File: src/rtl/instr_encoder.sv
// instr_encoder: packs decoded-instruction records into 16-bit Thumb words and streams them to memory via a 2-entry FIFO.
// Define ENC_RANGE_CHECK_EN to reject out-of-range records and raise the sticky err_illegal flag.
module instr_encoder #(
    parameter int              ADDR_W    = 16,
    parameter logic [ADDR_W-1:0] BASE_ADDR = '0
) (
    input  logic              clk,
    input  logic              rst_n,
    input  logic              restart,
    input  logic              in_valid,
    output logic              in_ready,
    input  logic [3:0]        opcode,
    input  logic [3:0]        reg1,
    input  logic [3:0]        reg2,
    input  logic [3:0]        reg3,
    input  logic [15:0]       offset,
    output logic              mem_we,
    output logic [ADDR_W-1:0] mem_addr,
    output logic [15:0]       mem_wdata,
    input  logic              mem_ready,
    output logic [15:0]       word_count,
    output logic              err_illegal
);
    typedef enum logic [3:0] {
        OP_PUSH, OP_POP, OP_SUB_SP, OP_CMP, OP_MOVS, OP_MOV, OP_LDR, OP_STR,
        OP_LDR_NOP, OP_ADD_SP, OP_BRANCH_NC, OP_ADDS_3OP, OP_BRANCH_C, OP_STRB, OP_LDRB, OP_ADDS_2OP
    } op_e;

    logic [15:0] fifo [2];
    logic        wr_ptr, rd_ptr;
    logic [1:0]  count;
    logic [15:0] word;
    logic        illegal, accept, push, pop;
    logic [2:0]  rd, rs, ro;

    assign rd = reg3[2:0];
    assign rs = reg2[2:0];
    assign ro = reg1[2:0];

    always_comb begin
        word = 16'h0000;
        case (op_e'(opcode))
            OP_PUSH:      word = 16'hB580;
            OP_POP:       word = 16'hBD80;
            OP_SUB_SP:    word = 16'hB080 | {9'd0, offset[8:2]};
            OP_CMP:       word = 16'h2800 | {5'd0, rd, offset[7:0]};
            OP_MOVS:      word = 16'h2000 | {5'd0, rd, offset[7:0]};
            OP_MOV:       word = 16'h4600 | {8'd0, reg3[3], reg2[3], rs, rd};
            OP_LDR:       word = 16'h4800 | {5'd0, rd, offset[9:2]};
            OP_STR:       word = 16'h6000 | {5'd0, offset[4:0], rs, rd};
            OP_LDR_NOP:   word = 16'h6800 | {5'd0, offset[4:0], rs, rd};
            OP_ADD_SP:    word = 16'hA800 | {5'd0, rd, offset[9:2]};
            OP_BRANCH_NC: word = 16'hE000 | {5'd0, offset[11:1]};
            OP_ADDS_3OP:  word = 16'h1C00 | {7'd0, offset[2:0], rs, rd};
            OP_BRANCH_C:  word = 16'hD000 | {4'd0, reg1, offset[7:0]};
            OP_STRB:      word = 16'h5400 | {7'd0, ro, rs, rd};
            OP_LDRB:      word = 16'h5C00 | {7'd0, ro, rs, rd};
            OP_ADDS_2OP:  word = 16'h3000 | {5'd0, rd, offset[7:0]};
            default:      word = 16'h0000;
        endcase
    end

`ifdef ENC_RANGE_CHECK_EN
    always_comb begin
        illegal = 1'b0;
        case (op_e'(opcode))
            OP_SUB_SP:            illegal = offset > 16'd508 || offset[1:0] != 2'd0;
            OP_LDR, OP_ADD_SP:    illegal = offset > 16'd1020 || offset[1:0] != 2'd0;
            OP_BRANCH_NC:         illegal = offset[0] || offset > 16'd4094;
            OP_STR, OP_LDR_NOP:   illegal = offset > 16'd31;
            OP_ADDS_3OP:          illegal = offset > 16'd7;
            OP_CMP, OP_MOVS:      illegal = offset > 16'd255;
            OP_BRANCH_C:          illegal = offset > 16'd255 || reg1 >= 4'hE;
            OP_ADDS_2OP:          illegal = offset > 16'd255 || offset[0];
            OP_MOV:               illegal = !reg2[3] && !reg3[3];
            default:              illegal = 1'b0;
        endcase
    end

    always_ff @(posedge clk or negedge rst_n) begin
        if (!rst_n)
            err_illegal <= 1'b0;
        else if (restart)
            err_illegal <= 1'b0;
        else if (accept && illegal)
            err_illegal <= 1'b1;
    end
`else
    assign illegal     = 1'b0;
    assign err_illegal = 1'b0;
`endif

    // in_ready comes from the registered count, so a full FIFO never accepts even while popping
    assign in_ready  = count != 2'd2;
    assign mem_we    = count != 2'd0;
    assign mem_wdata = fifo[rd_ptr];
    assign accept    = in_valid && in_ready && !restart;
    assign push      = accept && !illegal;
    assign pop       = mem_we && mem_ready && !restart;

    always_ff @(posedge clk or negedge rst_n) begin
        if (!rst_n) begin
            fifo[0]    <= 16'h0000;
            fifo[1]    <= 16'h0000;
            wr_ptr     <= 1'b0;
            rd_ptr     <= 1'b0;
            count      <= 2'd0;
            mem_addr   <= BASE_ADDR;
            word_count <= 16'h0000;
        end else if (restart) begin
            wr_ptr     <= 1'b0;
            rd_ptr     <= 1'b0;
            count      <= 2'd0;
            mem_addr   <= BASE_ADDR;
            word_count <= 16'h0000;
        end else begin
            if (push) begin
                fifo[wr_ptr] <= word;
                wr_ptr       <= !wr_ptr;
            end
            if (pop) begin
                rd_ptr     <= !rd_ptr;
                mem_addr   <= mem_addr + ADDR_W'(2);
                word_count <= word_count + 16'd1;
            end
            count <= count + {1'b0, push} - {1'b0, pop};
        end
    end
endmodule

File: config.mk
export PLATFORM = sky130hd
export DESIGN_NAME = instr_encoder
export DESIGN_NICKNAME = d
export VERILOG_FILES = /design/src/rtl/instr_encoder.sv
export SDC_FILE = /design/constraint.sdc
export NUM_CORES = 1
export LEC_CHECK = 0
export CAP_MARGIN = 5
export CORE_ASPECT_RATIO = 0.5
export CORE_MARGIN = 1
export CORE_UTILIZATION = 56
export CTS_CLUSTER_SIZE = 14
export DETAILED_ROUTE_END_ITERATION = 8
export PLACE_DENSITY = 0.86
export SLEW_MARGIN = 20
export SYNTH_ARGS = -nofsm -noshare
export SYNTH_HDL_FRONTEND = slang
export SYNTH_SLANG_ARGS = --single-unit
File: constraint.sdc
create_clock -name clk -period 3.4 [get_ports clk]
set_input_delay 0.51 -clock clk [delete_from_list [all_inputs] [get_ports clk]]
set_output_delay 0.51 -clock clk [all_outputs]
set_load 0.005 [all_outputs]
Word-level counts from Yosys, hierarchy flattened
Index checks and enable logic that the tools add are counted.

word-level totals
  register bits after elaboration = 68
  latch bits = 0
  bits in writable memories = 0
  ROM bits = 0
  input bits = 37
  output and inout bits = 51
  memories = 0

operators by class
  add/subtract/negate cells = 4
  multipliers = 0
  div/mod/pow operators = 0
  $lt $le $gt $ge = 3
  equal/unequal tests = 16
  shift-type cells = 0
  muxes and demuxes = 16
  bitwise logic cells = 3
  reduce and logical (&&, ||, !) cells = 13

operators with widths
  operator               count
  $pmux 16 s16           1
  $mux 16                8
  $bwmux 32              1
  $eq 4x4->1 const B     8
  $add 16x1->16 const B  1
  $add 16x2->16 const B  1
  $demux 16 s1           1
  $eq 4x3->1 const B     4
  $eq 4x2->1 const B     2
  $reduce_bool 2->1      3
  $logic_and 1x1->1      5
  $eq 4x1->1 const B     1
  $ge 2x2->1 const B     2
  $logic_not 4->1        1
  $mux 1                 4
  $not 1->2              2
  $logic_not 1->1        3
  $add 2x1->2            1
  $lt 2x1->1 const B     1
  $mux 2                 1
  $ne 2x2->1 const B     1
  $reduce_and 2->1       1
  $sub 2x1->2            1
  $not 1->1              1

Logic depth before layout (Yosys ltp)
Gate-level depths: netlist (run 1).

  depth after elaboration = 6
  depth in mapped cells = 10

Worst setup path after synthesis (run 1)
OpenSTA, ideal clock, no wires.

  kind = input port to flip-flop
  start point = input port restart
  end point = register count[1]
  arrival time = 2217 ps
  data required time = 3268 ps
  path slack = 1051 ps
  stages on the path = 10
  path buffers = 3
  cells stage by stage = clkbuf_1 clkbuf_1 buf_1 or2_2 ha_1 inv_1 ha_1 xor2_1 xnor2_1 nor2_1

on the way
  longest elaborated chain between the ends = 5

ends and longest elaborated chain
  what                  RTL line  RTL
  from (decl)           9         input logic restart,
  $logic_not 1->1       97, 99
  $logic_and 1x1->1     97        assign accept = in_valid && in_ready && !restart;
  $add 2x1->2           126       count <= count + {1'b0, push} - {1'b0, pop};
  $sub 2x1->2           126
  $mux 2 *              110       end else if (restart) begin
  to (signal assigned)  126
  to (decl)             31        logic [1:0] count;

Every way passes the cells marked *; elsewhere a longest branch is shown, timed or not.
A chain may end at the register's enable or synchronous reset.

Worst setup path in the final report (run 1)
  start point = register rd_ptr
  end point = output port mem_wdata[6]

on the way
  longest elaborated chain between the ends = 4

ends and longest elaborated chain
  what                                        RTL line  RTL
  from (decl)                                 30        logic wr_ptr, rd_ptr;
  from (signal assigned)                      122       rd_ptr <= !rd_ptr;
  $not 1->2 (not written as such)             96        assign mem_wdata = fifo[rd_ptr];
  $mux 16 (not written as such) (3 in a row)  96
  to (decl)                                   19        output logic [15:0] mem_wdata,

No other way between the ends. The select of a mux whose other input is x is not followed.

==> metrics.txt, run 1 <==
Root Driver=clkbuf_16; final worst path period share=75.8%; Area contributors post-synth=dfrtp_1, mux2_2, nor2_1; Final Hold Viols=0; Vias per Instance=5.93; Die H=63.3 um; Worst setup SP type=flop; clk sinks=67; sequential-to-total area share from yosys stat=39.9%; TNS Setup=0 ns; Post-synth top flop=dfrtp_1; CP required=2.89 ns; number of global-route vias before repair=3487; all-layer global routing usage=26.6%; busiest grt layer=met2; DR DRC count=0; setup ws final=0.824 ns; Final #Nets=572; GR Util met1=36.2%; max_cap viols=0; FILL cells=503; fmax=0.388 GHz; # IOs=88; Setup CP Type=reg2out; leading area contributor after synthesis=dfrtp_1; share of layout cells above drive strength 1=13.7%; core region area=6960 sq um; largest net degree at the start of global routing=34; post-route ant nets=0; initial antenna violation count=0; antenna cells=0; maximum fanout along the worst path=18; Starting Density=60.4%; TritonCTS clock tree=yes; wire per inst=15.8 um; Post-CTS Setup Bufs=0; pre-CTS setup slack=0.727 ns; synth-to-layout area growth=26.5%; Post-Layout Inst Area=5320 sq um; area of the mapped netlist=4200 sq um; count leader, synth=dfrtp_1; sequence of cells on the critical path=mux2_2 -> clkdlybuf4s50_1; Max VDD drop=0.310 mV; post-synthesis sequential element count=67; Slew Viols, Final=0; CP Data Arrival Time=2.07 ns; slowest stage delay, CP=0.85 ns; Rel. slew slack=47.0%; critical path's slowest cell=dfrtp_1; Synth top cells by count=dfrtp_1, nor2_1, mux2_2; grt ovf=0; global-route wire length before repair=16800 um; synth unique cells=67; Hold Buf Count CTS=0; worst clock skew=0.00401 ns; die area=7880 sq um; crit end category=output port; drt first pass iters=5; Static Leak=2.12 nW; Yosys top cell area share=39.9%; Cells after Synth=456; # resized after CTS=0; ys async rst share=100%; Die Wd=125 um; CTS max path bufs=2; HP Class=in2async; Hold Slack=0.0119 ns; Final Critical Period=2.58 ns; met3 GRT Util=6.46%; GR Layer Usage met2=43.9%; Placed Area=5060 sq um; final setup fails=0; CTS clk-pin slew, worst paths=0.05 ns; total number of vias=3698; Final Core Density=76.4%; Port-buffer cells=81; Pwr per Cell Area=508 nW/um^2; Ys Warns=0; RSZ-0062 raised after global routing=no; Syn Area/Cell=9.22 sq um; routability cong.=0.928; Post-synth EDFFs=0; Final HPWL DP=7160 um; outcome=complete, no violations; drt first-iter violations=206; Least-Margin Pin Slew=0.795 ns; worst-skew pair later-pin latency=0.33 ns; CTS H-Tree Depth=3; # rows=21; drt total wl=9850 um; TritonCTS Buffers=9
cell usage in the layout (no fill, tap or decap), drive strengths merged, types with 13 or more instances in the layout:
cell type,instances
a21oi,28
nor2,62
buf,15
mux2,31
nor2b,13
a31oi,17
nand2,25
dfrtp,67
o21ai,17
clkdlybuf4s50,80
nand3,14
xnor2,19
worst max-delay path: cells and delay by family (launching register included):
kind	cells	cell delay (ns)
buffers and inverters	1	0.46
muxes	1	0.42
DFF	1	0.85
power breakdown:
part / total [mW] / leakage (nW) / switching, mW / internal [mW]
clock: 0.818 / 0.126 / 0.302 / 0.516
combinational: 0.787 / 1.14 / 0.326 / 0.462
sequential: 1.10 / 0.850 / 0.120 / 0.978
total: 2.70 / 2.12 / 0.748 / 1.96
layout make-up:
cell class / instances / area, sq um / area share [%]
timing repair buffer: 95 / 911 / 17.1
sequential: 67 / 1680 / 31.5
tap: 92 / 115 / 2.16
inverter: 13 / 48.8 / 0.917
clock buffer: 12 / 256 / 4.82
multi-input combinational: 345 / 2310 / 43.4
sequential cells by signal, indices dropped and copies added (netlist names):
| signal | cells |
|---|---|
| count | 2 |
| fifo | 32 |
| mem_addr | 15 |
| rd_ptr | 1 |
| word_count | 16 |
| wr_ptr | 1 |
kinds of logic after synthesis:
| family | synth area share, % |
|---|---|
| adder cells (fa/ha/maj) | 1.19 |
| flip-flops | 39.9 |
| XOR/XNOR | 5.83 |
| other | 0.0892 |
| AO/OA/AOI/OAI | 16.4 |
| buffers and inverters | 5.24 |
| multiplexers | 9.58 |
| AND/OR/NAND/NOR | 21.8 |
path summary, 6_finish.rpt:
check	from	endpoint	slack (ns)	cells past startpoint
max	rd_ptr	mem_wdata[6]	0.82	2
min	rst_n	fifo[7]	0.01	1
max reg2reg	count[0]	count[1]	1.24	9
min reg2reg	fifo[20]	fifo[20]	0.50	1
max in group asynchronous	rst_n	fifo[30]	2.74	2
min in group clk	fifo[20]	fifo[20]	0.50	1
per-stage QoR:
stage | power, mW | instances
finish | 2.70 | 624
global route | 2.87 | 624
CTS | 2.72 | 624
detailed placement | 1.90 | 612
global placement | 1.86 | 612
floorplan | 1.53 | 457
routing by layer:
metal | wire, um | part of all wire (%)
met1 | 4710 | 48
met2 | 4660 | 47
met3 | 421 | 4.3
met4 | 47 | 0.48
met5 | 0 | 0
Power figures use the tool's default switching activity.
==> inputs of run 2 (changes only) <==
- CORE_UTILIZATION: 56 -> 52
- PLACE_DENSITY: 0.86 -> 0.81
- clock period: 3.4 -> 2.5 ns (I/O delays scaled with it)
==> run 2 against run 1 <==
Net effect: combinational power is 44% higher; register-to-register slack worse by 0.95 ns; routed wire length is 5.0% higher.
==> metrics.txt, run 2 (synthesis results as in run 1) <==
placed insts=640; commonest non-fill, non-tap cell in the layout=clkdlybuf4s50_1; initial antenna violation count=0; post-route ant nets=0; final setup fails=0; # rows=22; max_cap viols=0; critical path's slowest cell=dfrtp_1; total number of vias=3762; drt first-iter violations=248; NetSw=1.06 mW; routability cong.=0.891; core region area=7570 sq um; Setup CP Type=reg2reg; crit path from=count[0]; outcome=complete, no violations; setup ws final=0.289 ns; largest net degree at the start of global routing=32; DR DRC count=0; Worst Setup EP=count[1]; CP required=2.71 ns; Root Driver=clkbuf_16; number of flip-flops in the largest register=32; Buf/Inv on CP=1; Final Non-Filler Cells=655; R2R Setup Slk=0.29 ns; clock network power share=31.8%; Most flops, register=fifo; Top cell by count, worst path=ha_1; FILL cells=561; number of global-route vias before repair=3463; Final Core Density=72.4%; crit end category=flop; switch share=27.8%; Worst setup SP type=flop; Seq pwr share=38.7%; Largest regs=fifo (32), word_count (16), mem_addr (15); multi-input logic area=2310 sq um; drt first pass iters=5; Pwr per Cell Area=699 nW/um^2; pre-CTS setup slack=0.200 ns; CP Data Arrival Time=2.42 ns; wire per inst=15.8 um; WP depth=9; Vias per Instance=5.74; # resized after CTS=0; slowest stage delay, CP=0.49 ns; share of layout cells above drive strength 1=15.9%; TritonCTS clock tree=yes; Placed Area=5180 sq um; die area=8470 sq um; Post-Layout Inst Area=5480 sq um; Final Hold Viols=0; Comb pwr share=29.5%; Reg-to-Reg Start=count[0]; commonest non-fill, non-tap cells in the layout=clkdlybuf4s50_1, dfrtp_1, nor2_1; Max VDD drop=0.345 mV; clk sinks=67; CTS H-Tree Depth=3; Die Wd=129 um; Final HPWL DP=7360 um; CTS clk-pin slew, worst paths=0.05 ns; Static Leak=2.20 nW; Port-buffer cells=81; antenna cells=0; Sequential Area=1680 sq um; Final Critical Period=2.21 ns; Reg2Reg Depth=9; grt ovf=0; Hold Slack=0.505 ns; Tot Pwr=3.83 mW; fmax=0.452 GHz; worst clock skew=0.00501 ns; synth-to-layout area growth=30.3%; all-layer global routing usage=26.6%; Final #Nets=585; CP delay by family, top=simple AND/OR/NAND/NOR gates; global-route wire length before repair=17100 um; HP Class=reg2reg; Starting Density=55.5%; maximum fanout along the worst path=7; drt total wl=10300 um; Slew Viols, Final=0; FF-to-FF End=count[1]; final worst path period share=88.4%; sequence of cells on the critical path=nand2b_1 -> nand2_1 -> or2_2 -> ha_1 -> inv_1 -> ha_1 -> xor2_1 -> xnor2_1 -> nor2_1; Die H=65.6 um; worst-skew pair later-pin latency=0.33 ns; Int Power=2.77 mW; RSZ-0062 raised after global routing=no; CTS max path bufs=2; TNS Setup=0 ns; # IOs=88; TritonCTS Buffers=9
## run 2: changes by cell type in the layout (fill, tap and decap cells not counted)
cell / before / now
clkinv_2: 0 / 2
bufinv_16: 0 / 1
clkbuf_8: 2 / 1
dlygate4sd3_1: 0 / 1
buf_4: 14 / 25
buf_12: 0 / 1
## run 2: worst min-delay path by stage
| stage | cells past startpoint | endpoint | startpoint | slack [ns] |
|---|---|---|---|---|
| finish | 1 | fifo[13] | fifo[13] | 0.50 |
| global route | 1 | fifo[20] | fifo[20] | 0.53 |
| CTS | 1 | fifo[29] | fifo[29] | 0.51 |
| detailed placement | 1 | fifo[7] | rst_n | 0.34 |
| global placement | 1 | fifo[7] | rst_n | 0.33 |
| floorplan | 0 | count[0] | rst_n | 0.08 |
## run 2: worst register-to-register path, cell delays in order, from the launching register on
cell and delay [ns]:
dfrtp_1 0.49, nand2b_1 0.26, nand2_1 0.11, or2_2 0.30, ha_1 0.31, inv_1 0.07, ha_1 0.15, xor2_1 0.20
xnor2_1 0.15, nor2_1 0.05
## run 2: layer usage
layer,wire length [um],track usage (%)
met5,0,0
met4,117,7.35
met3,534,6.92
met2,5060,45.4
met1,4620,33.7
## run 2: what timing repair did
item | CTS | global route
buffers inserted | 0 | 0
hold buffers | 1 | 0
endpoints found under the hold margin | 18 | 0
## run 2: power groups by stage
stage	combinational [mW]	sequential, mW	clock [mW]
final	1.13	1.48	1.22
after global routing	1.23	1.51	1.29
after CTS	1.13	1.48	1.23
after detailed placement	1.12	1.49	0
after global placement	1.09	1.47	0
after floorplan	0.644	1.44	0
## run 2: layout make-up
class                   count  area share, %
repair buffers            108           18.7
well taps                 108           2.47
clock inverters             3          0.731
inverters                  13          0.891
multi-input cells         345           42.2
clock buffers              11           4.43
flip-flops and latches     67           30.6
==> RTL edit 1: new RTL, config.mk and constraints of run 2 <==
`ADDR_W`: 16 -> 14.
--- a/src/rtl/instr_encoder.sv
+++ b/src/rtl/instr_encoder.sv
@@ -1,7 +1,7 @@
 // instr_encoder: packs decoded-instruction records into 16-bit Thumb words and streams them to memory via a 2-entry FIFO.
 // Define ENC_RANGE_CHECK_EN to reject out-of-range records and raise the sticky err_illegal flag.
 module instr_encoder #(
-    parameter int              ADDR_W    = 16,
+    parameter int              ADDR_W    = 14,
     parameter logic [ADDR_W-1:0] BASE_ADDR = '0
 ) (
     input  logic              clk,
Ports: changed (resized mem_addr); port bits go from 88 to 86. The function was not compared with the original's and may differ.
==> RTL edit 1 against run 2 <==
Setup slack better by 120 ps. Power fell by 4.7%. Largest cell class unchanged. Synthesized area is 5.0% lower. Critical endpoint is now mem_wdata[0]. Highest routed layer unchanged. Worst hold slack got worse by 430 ps. Sequential cell count shrank 2. Routed wire length down 7.1%. Cell area is 4.4% lower. Clock power is 9.8% lower. Core utilization down 1.3 points.
==> RTL edit 1: results (changes against run 2) <==
Finish
  • Fin nets: 560 (-4.3%)
  • Top Registers: fifo: 32 flops, word_count: 16 flops, mem_addr: 13 flops
  • Share of cells above drive strength 1: 14.12% (-1.8 points)
  • # fillers: 583 (+3.9%)

Placement
  • Dpl cells: 604 (-5.6%)
  • Port bufs: 79 (-2.5%)
  • Global placer's final weighted congestion: 0.9185 (+3.1%)
  • DPL Wire Length: 6840 µm (-7.1%)

Route
  • Routed WL per cell: 15.48 µm (-1.9%)
  • First DRT Iteration DRCs: 251 (+1.2%)
  • Via count: 3660 (-2.7%)

Global route
  • Vias in the first global route: 3430 (-0.95%)
  • First-pass GRT wire length: 16410 µm (-4.0%)
  • Largest net degree at the start of global routing: 46 (+44%)

Synth
  • XOR/XNOR share of the synthesized area: 5.262% (-0.57 points)
  • Synth top area cells: dfrtp_1, mux2_2, nor2_1, xnor2_1, a31oi_1
  • Top cells by count, synth: dfrtp_1, nor2_1, mux2_2
  • Post-Synth Adder-Cell Area: 1.253% (+0.062 points)
  • Complex-gate fraction of the synthesized area: 18.04% (+1.7 points)
  • Mux share of post-synthesis cell area: 9.803% (+0.22 points)
  • Gate count after technology mapping: 438 (-3.9%)
  • Distinct cells, synth: 63 (-6.0%)

Worst setup path
  • R2R Setup Slk: 420 ps (+130 ps)
  • Max FO, Critical Path: 17 (+10)
  • Worst path max stage delay: 440 ps (-50 ps)
  • CP max-delay cell: clkdlybuf4s50_1
  • R2r startpoint: count[1]

Pwr
  • P_leak: 2.080 nW (-5.5%)
  • Worst vdd ir: 0.4895 mV (+42%)

Run status
  • Outcome: finished, final reports clean

Timing
  • Final Skew: 6.597 ps (+1.583 ps)

Hold path
  • Hold WC Path Type: in2async
==> RTL edit 1: cells by family (layout without fill, tap and decap cells) <==
kind of cell / Yosys count / in the layout
xor+xnor: 24 / 24
mux: 36 / 36
compound gates: 106 / 106
other cells: 1 / 2
flops: 65 / 65
buf+inv: 41 / 126
fa+ha+maj: 4 / 4
simple gates: 161 / 161
==> RTL edit 1: metrics by stage <==
| step | area (µm²) | setup WS [ps] | hold slack (ps) |
|---|---|---|---|
| after floorplan | 3999 | 506.7 | 79.41 |
| after global placement | 4975 | 217.0 | 433.2 |
| after detailed placement | 4975 | 213.9 | 434.0 |
| after CTS | 5239 | 402.3 | 91.05 |
| after global routing | 5239 | 205.2 | 127.7 |
| final | 5239 | 412.6 | 76.27 |
==> RTL edit 1: final timing paths <==
| check | to | cells after the start |
|---|---|---|
| max in group asynchronous | wr_ptr | 2 |
| setup reg to reg | count[1] | 9 |
| min in group clk | fifo[13] | 1 |
| setup / recovery | mem_wdata[0] | 3 |
| hold / removal | mem_addr[10] | 1 |
| hold reg to reg | fifo[13] | 1 |
==> RTL edit 1: per-layer routing <==
layer  wire length (µm)  track usage, %  up-vias
li1                   -               -     1764
met1               4258           34.63     1735
met2               4644           42.89      146
met3                605           3.769       15
met4                 88           8.133        0
met5                  0               0        -
==> RTL edit 1: layout make-up <==
cell class                      count  share of cell area [%]
Clock buffer                       10                   4.371
Inverter                           10                  0.7165
Tap cell                           96                   2.293
Clock inverter                      6                  0.6687
Multi-Input combinational cell    333                   42.18
Timing Repair Buffer              100                   18.72
Sequential cell                    65                   31.05
==> RTL edit 1: power by group <==
group          internal (mW)  switching [mW]  leakage, nW  total (mW)
registers               1.30           0.144        0.817        1.44
clock network          0.662           0.440        0.128        1.10
logic                  0.642           0.465         1.13        1.11
total                   2.60            1.05         2.08        3.65
==> RTL edit 2: new RTL, config.mk and constraints of run 2 <==
Without the edit above. Register the output `word_count` once more, cleared by the reset; this adds one clock of latency there. The other outputs are not delayed to match.
--- a/src/rtl/instr_encoder.sv
+++ b/src/rtl/instr_encoder.sv
@@ -25,6 +25,8 @@
         OP_PUSH, OP_POP, OP_SUB_SP, OP_CMP, OP_MOVS, OP_MOV, OP_LDR, OP_STR,
         OP_LDR_NOP, OP_ADD_SP, OP_BRANCH_NC, OP_ADDS_3OP, OP_BRANCH_C, OP_STRB, OP_LDRB, OP_ADDS_2OP
     } op_e;
+
+    logic [15:0] word_count_s0;
 
     logic [15:0] fifo [2];
     logic        wr_ptr, rd_ptr;
@@ -106,13 +108,13 @@
             rd_ptr     <= 1'b0;
             count      <= 2'd0;
             mem_addr   <= BASE_ADDR;
-            word_count <= 16'h0000;
+            word_count_s0 <= 16'h0000;
         end else if (restart) begin
             wr_ptr     <= 1'b0;
             rd_ptr     <= 1'b0;
             count      <= 2'd0;
             mem_addr   <= BASE_ADDR;
-            word_count <= 16'h0000;
+            word_count_s0 <= 16'h0000;
         end else begin
             if (push) begin
                 fifo[wr_ptr] <= word;
@@ -121,10 +123,18 @@
             if (pop) begin
                 rd_ptr     <= !rd_ptr;
                 mem_addr   <= mem_addr + ADDR_W'(2);
-                word_count <= word_count + 16'd1;
+                word_count_s0 <= word_count_s0 + 16'd1;
             end
             count <= count + {1'b0, push} - {1'b0, pop};
         end
     end
+    always_ff @(posedge clk or negedge rst_n) begin
+        if (!rst_n) begin
+            word_count <= '0;
+        end else begin
+            word_count <= word_count_s0;
+        end
+    end
+
 endmodule
 
Function: changed (a bounded check fails within 4 cycles, from zero or initial values and one cycle with rst_n low).
==> RTL edit 2 against run 2 <==
The flow now finishes with violations (hold timing). Routed wire length increased by 5.8%. Sequential power rose by 17%. Critical path depth fell by 1. Power grew 9.4%. Critical endpoint is now fifo[5]. Synthesized area grew 8.6%. Setup slack gained 72 ps. Sequential cell count up 16. Cell area is 6.8% higher. Synthesized cell count is 2.0% lower.
==> RTL edit 2: results (changes against run 2) <==
Global route
  • Largest net degree at the start of global routing: 51 (+59%)
  • Met1 Usage GRT: 33.29% (-0.41 points)
  • Total GRT Usage: 25.67% (-0.97 points)
  • Routing usage on met3: 5.037% (-1.9 points)
  • First-pass GRT wire length: 18110 µm (+6.0%)

Finish
  • Finished Layout Cells: 652 (-0.46%)
  • Share of cells above drive strength 1: 16.85% (+0.95 points)
  • Finished Cell Area: 5852 µm² (+6.8%)
  • Fin nets: 576 (-1.5%)
  • # fillers: 593 (+5.7%)
  • Top Registers: fifo: 32 flops, word_count: 16 flops, word_count_s0: 16 flops

Synth
  • Post-Synth Adder-Cell Area: 1.096% (-0.094 points)
  • Top cells by count, synth: dfrtp_1, nor2_1, mux2_2
  • Distinct cells, synth: 58 (-13%)
  • XOR/XNOR share of the synthesized area: 7.456% (+1.6 points)
  • Complex-gate fraction of the synthesized area: 13.46% (-2.9 points)
  • Synth top area cells: dfrtp_1, mux2_2, nor2_1, xor2_1, xnor2_1
  • Post-synthesis sequential area ratio: 45.50% (+5.6 points)
  • Gate count after technology mapping: 447 (-2.0%)
  • Mux share of post-synthesis cell area: 12.31% (+2.7 points)

Timing
  • Final Skew: 6.395 ps (+1.381 ps)
  • Hold Vio Cnt, Final: 13 (+13)
  • Hold Slack: -12.57 ps (-517.5 ps)

Hold path
  • Hold WC Path Type: in2async

Pwr
  • P_leak: 2.480 nW (+13%)
  • Switch share: 26.49% (-1.3 points)
  • Clk pwr share: 31.5% (-0.3 points)
  • Worst vdd ir: 0.5041 mV (+46%)
  • Sequential cell power: 1.73 mW (+17%)
  • Total Power: 4.190 mW (+9.4%)

Placement
  • Post-Place Cell Area: 5548 µm² (+7.0%)
  • Dpl cells: 636 (-0.63%)
  • Post-place setup slack: 73.46 ps (-126.0 ps)
  • Global placer's final weighted congestion: 0.9379 (+5.2%)
  • DPL Wire Length: 7836 µm (+6.4%)

Route
  • Via count: 3704 (-1.5%)
  • Met2 wire len: 5190 µm (+2.5%)
  • Wl on met1: 4983 µm (+7.8%)
  • Met3 wire length: 639 µm (+20%)
  • First DRT Iteration DRCs: 264 (+6.5%)
  • Routed WL per cell: 16.78 µm (+6.3%)

Run status
  • Outcome: finished, violations left
  • Failing checks: hold timing

Worst setup path
  • CP max-delay cell: clkdlybuf4s50_1
  • Max FO, Critical Path: 16 (+9)
  • Crit-path leading delay family: buffers and inverters
  • Worst EP arrival: 2350 ps (-70 ps)
  • Worst path max stage delay: 460 ps (-30 ps)

Clock tree
  • Clk_lat worst skew: 330 ps (about the same)
## RTL edit 2: changes by cell type after synthesis, moves of 6 or more
cell,delta
nand3b_1,-9
a211oi_1,-6
xor2_1,+12
nor2_1,-8
buf_4,-6
nor3_1,-6
a22oi_1,+8
a21oi_1,-14
dfrtp_1,+16
mux2_2,+11
a31oi_1,-15
## RTL edit 2: path summary, 6_finish.rpt
path	from	to	slack, ps	cells after the start
worst max-delay path	opcode[2]	fifo[5]	360	8
worst min-delay path	rst_n	fifo[9]	-10	1
worst max register to register	count[0]	count[1]	410	9
worst min register to register	word_count_s0[15]	word_count[15]	390	0
max in group asynchronous	rst_n	fifo[2]	1900	2
min in group clk	word_count_s0[15]	word_count[15]	390	0
## RTL edit 2: area by class of cell
class	count	area [µm²]	area share (%)
Timing Repair Buffer	106	1021	17.45
Sequential cell	83	2077	35.49
Multi-Input combinational cell	326	2276	38.89
Clock inverter	5	61.31	1.048
Tap cell	112	140.1	2.395
Inverter	9	33.78	0.5773
Clock buffer	11	242.7	4.148
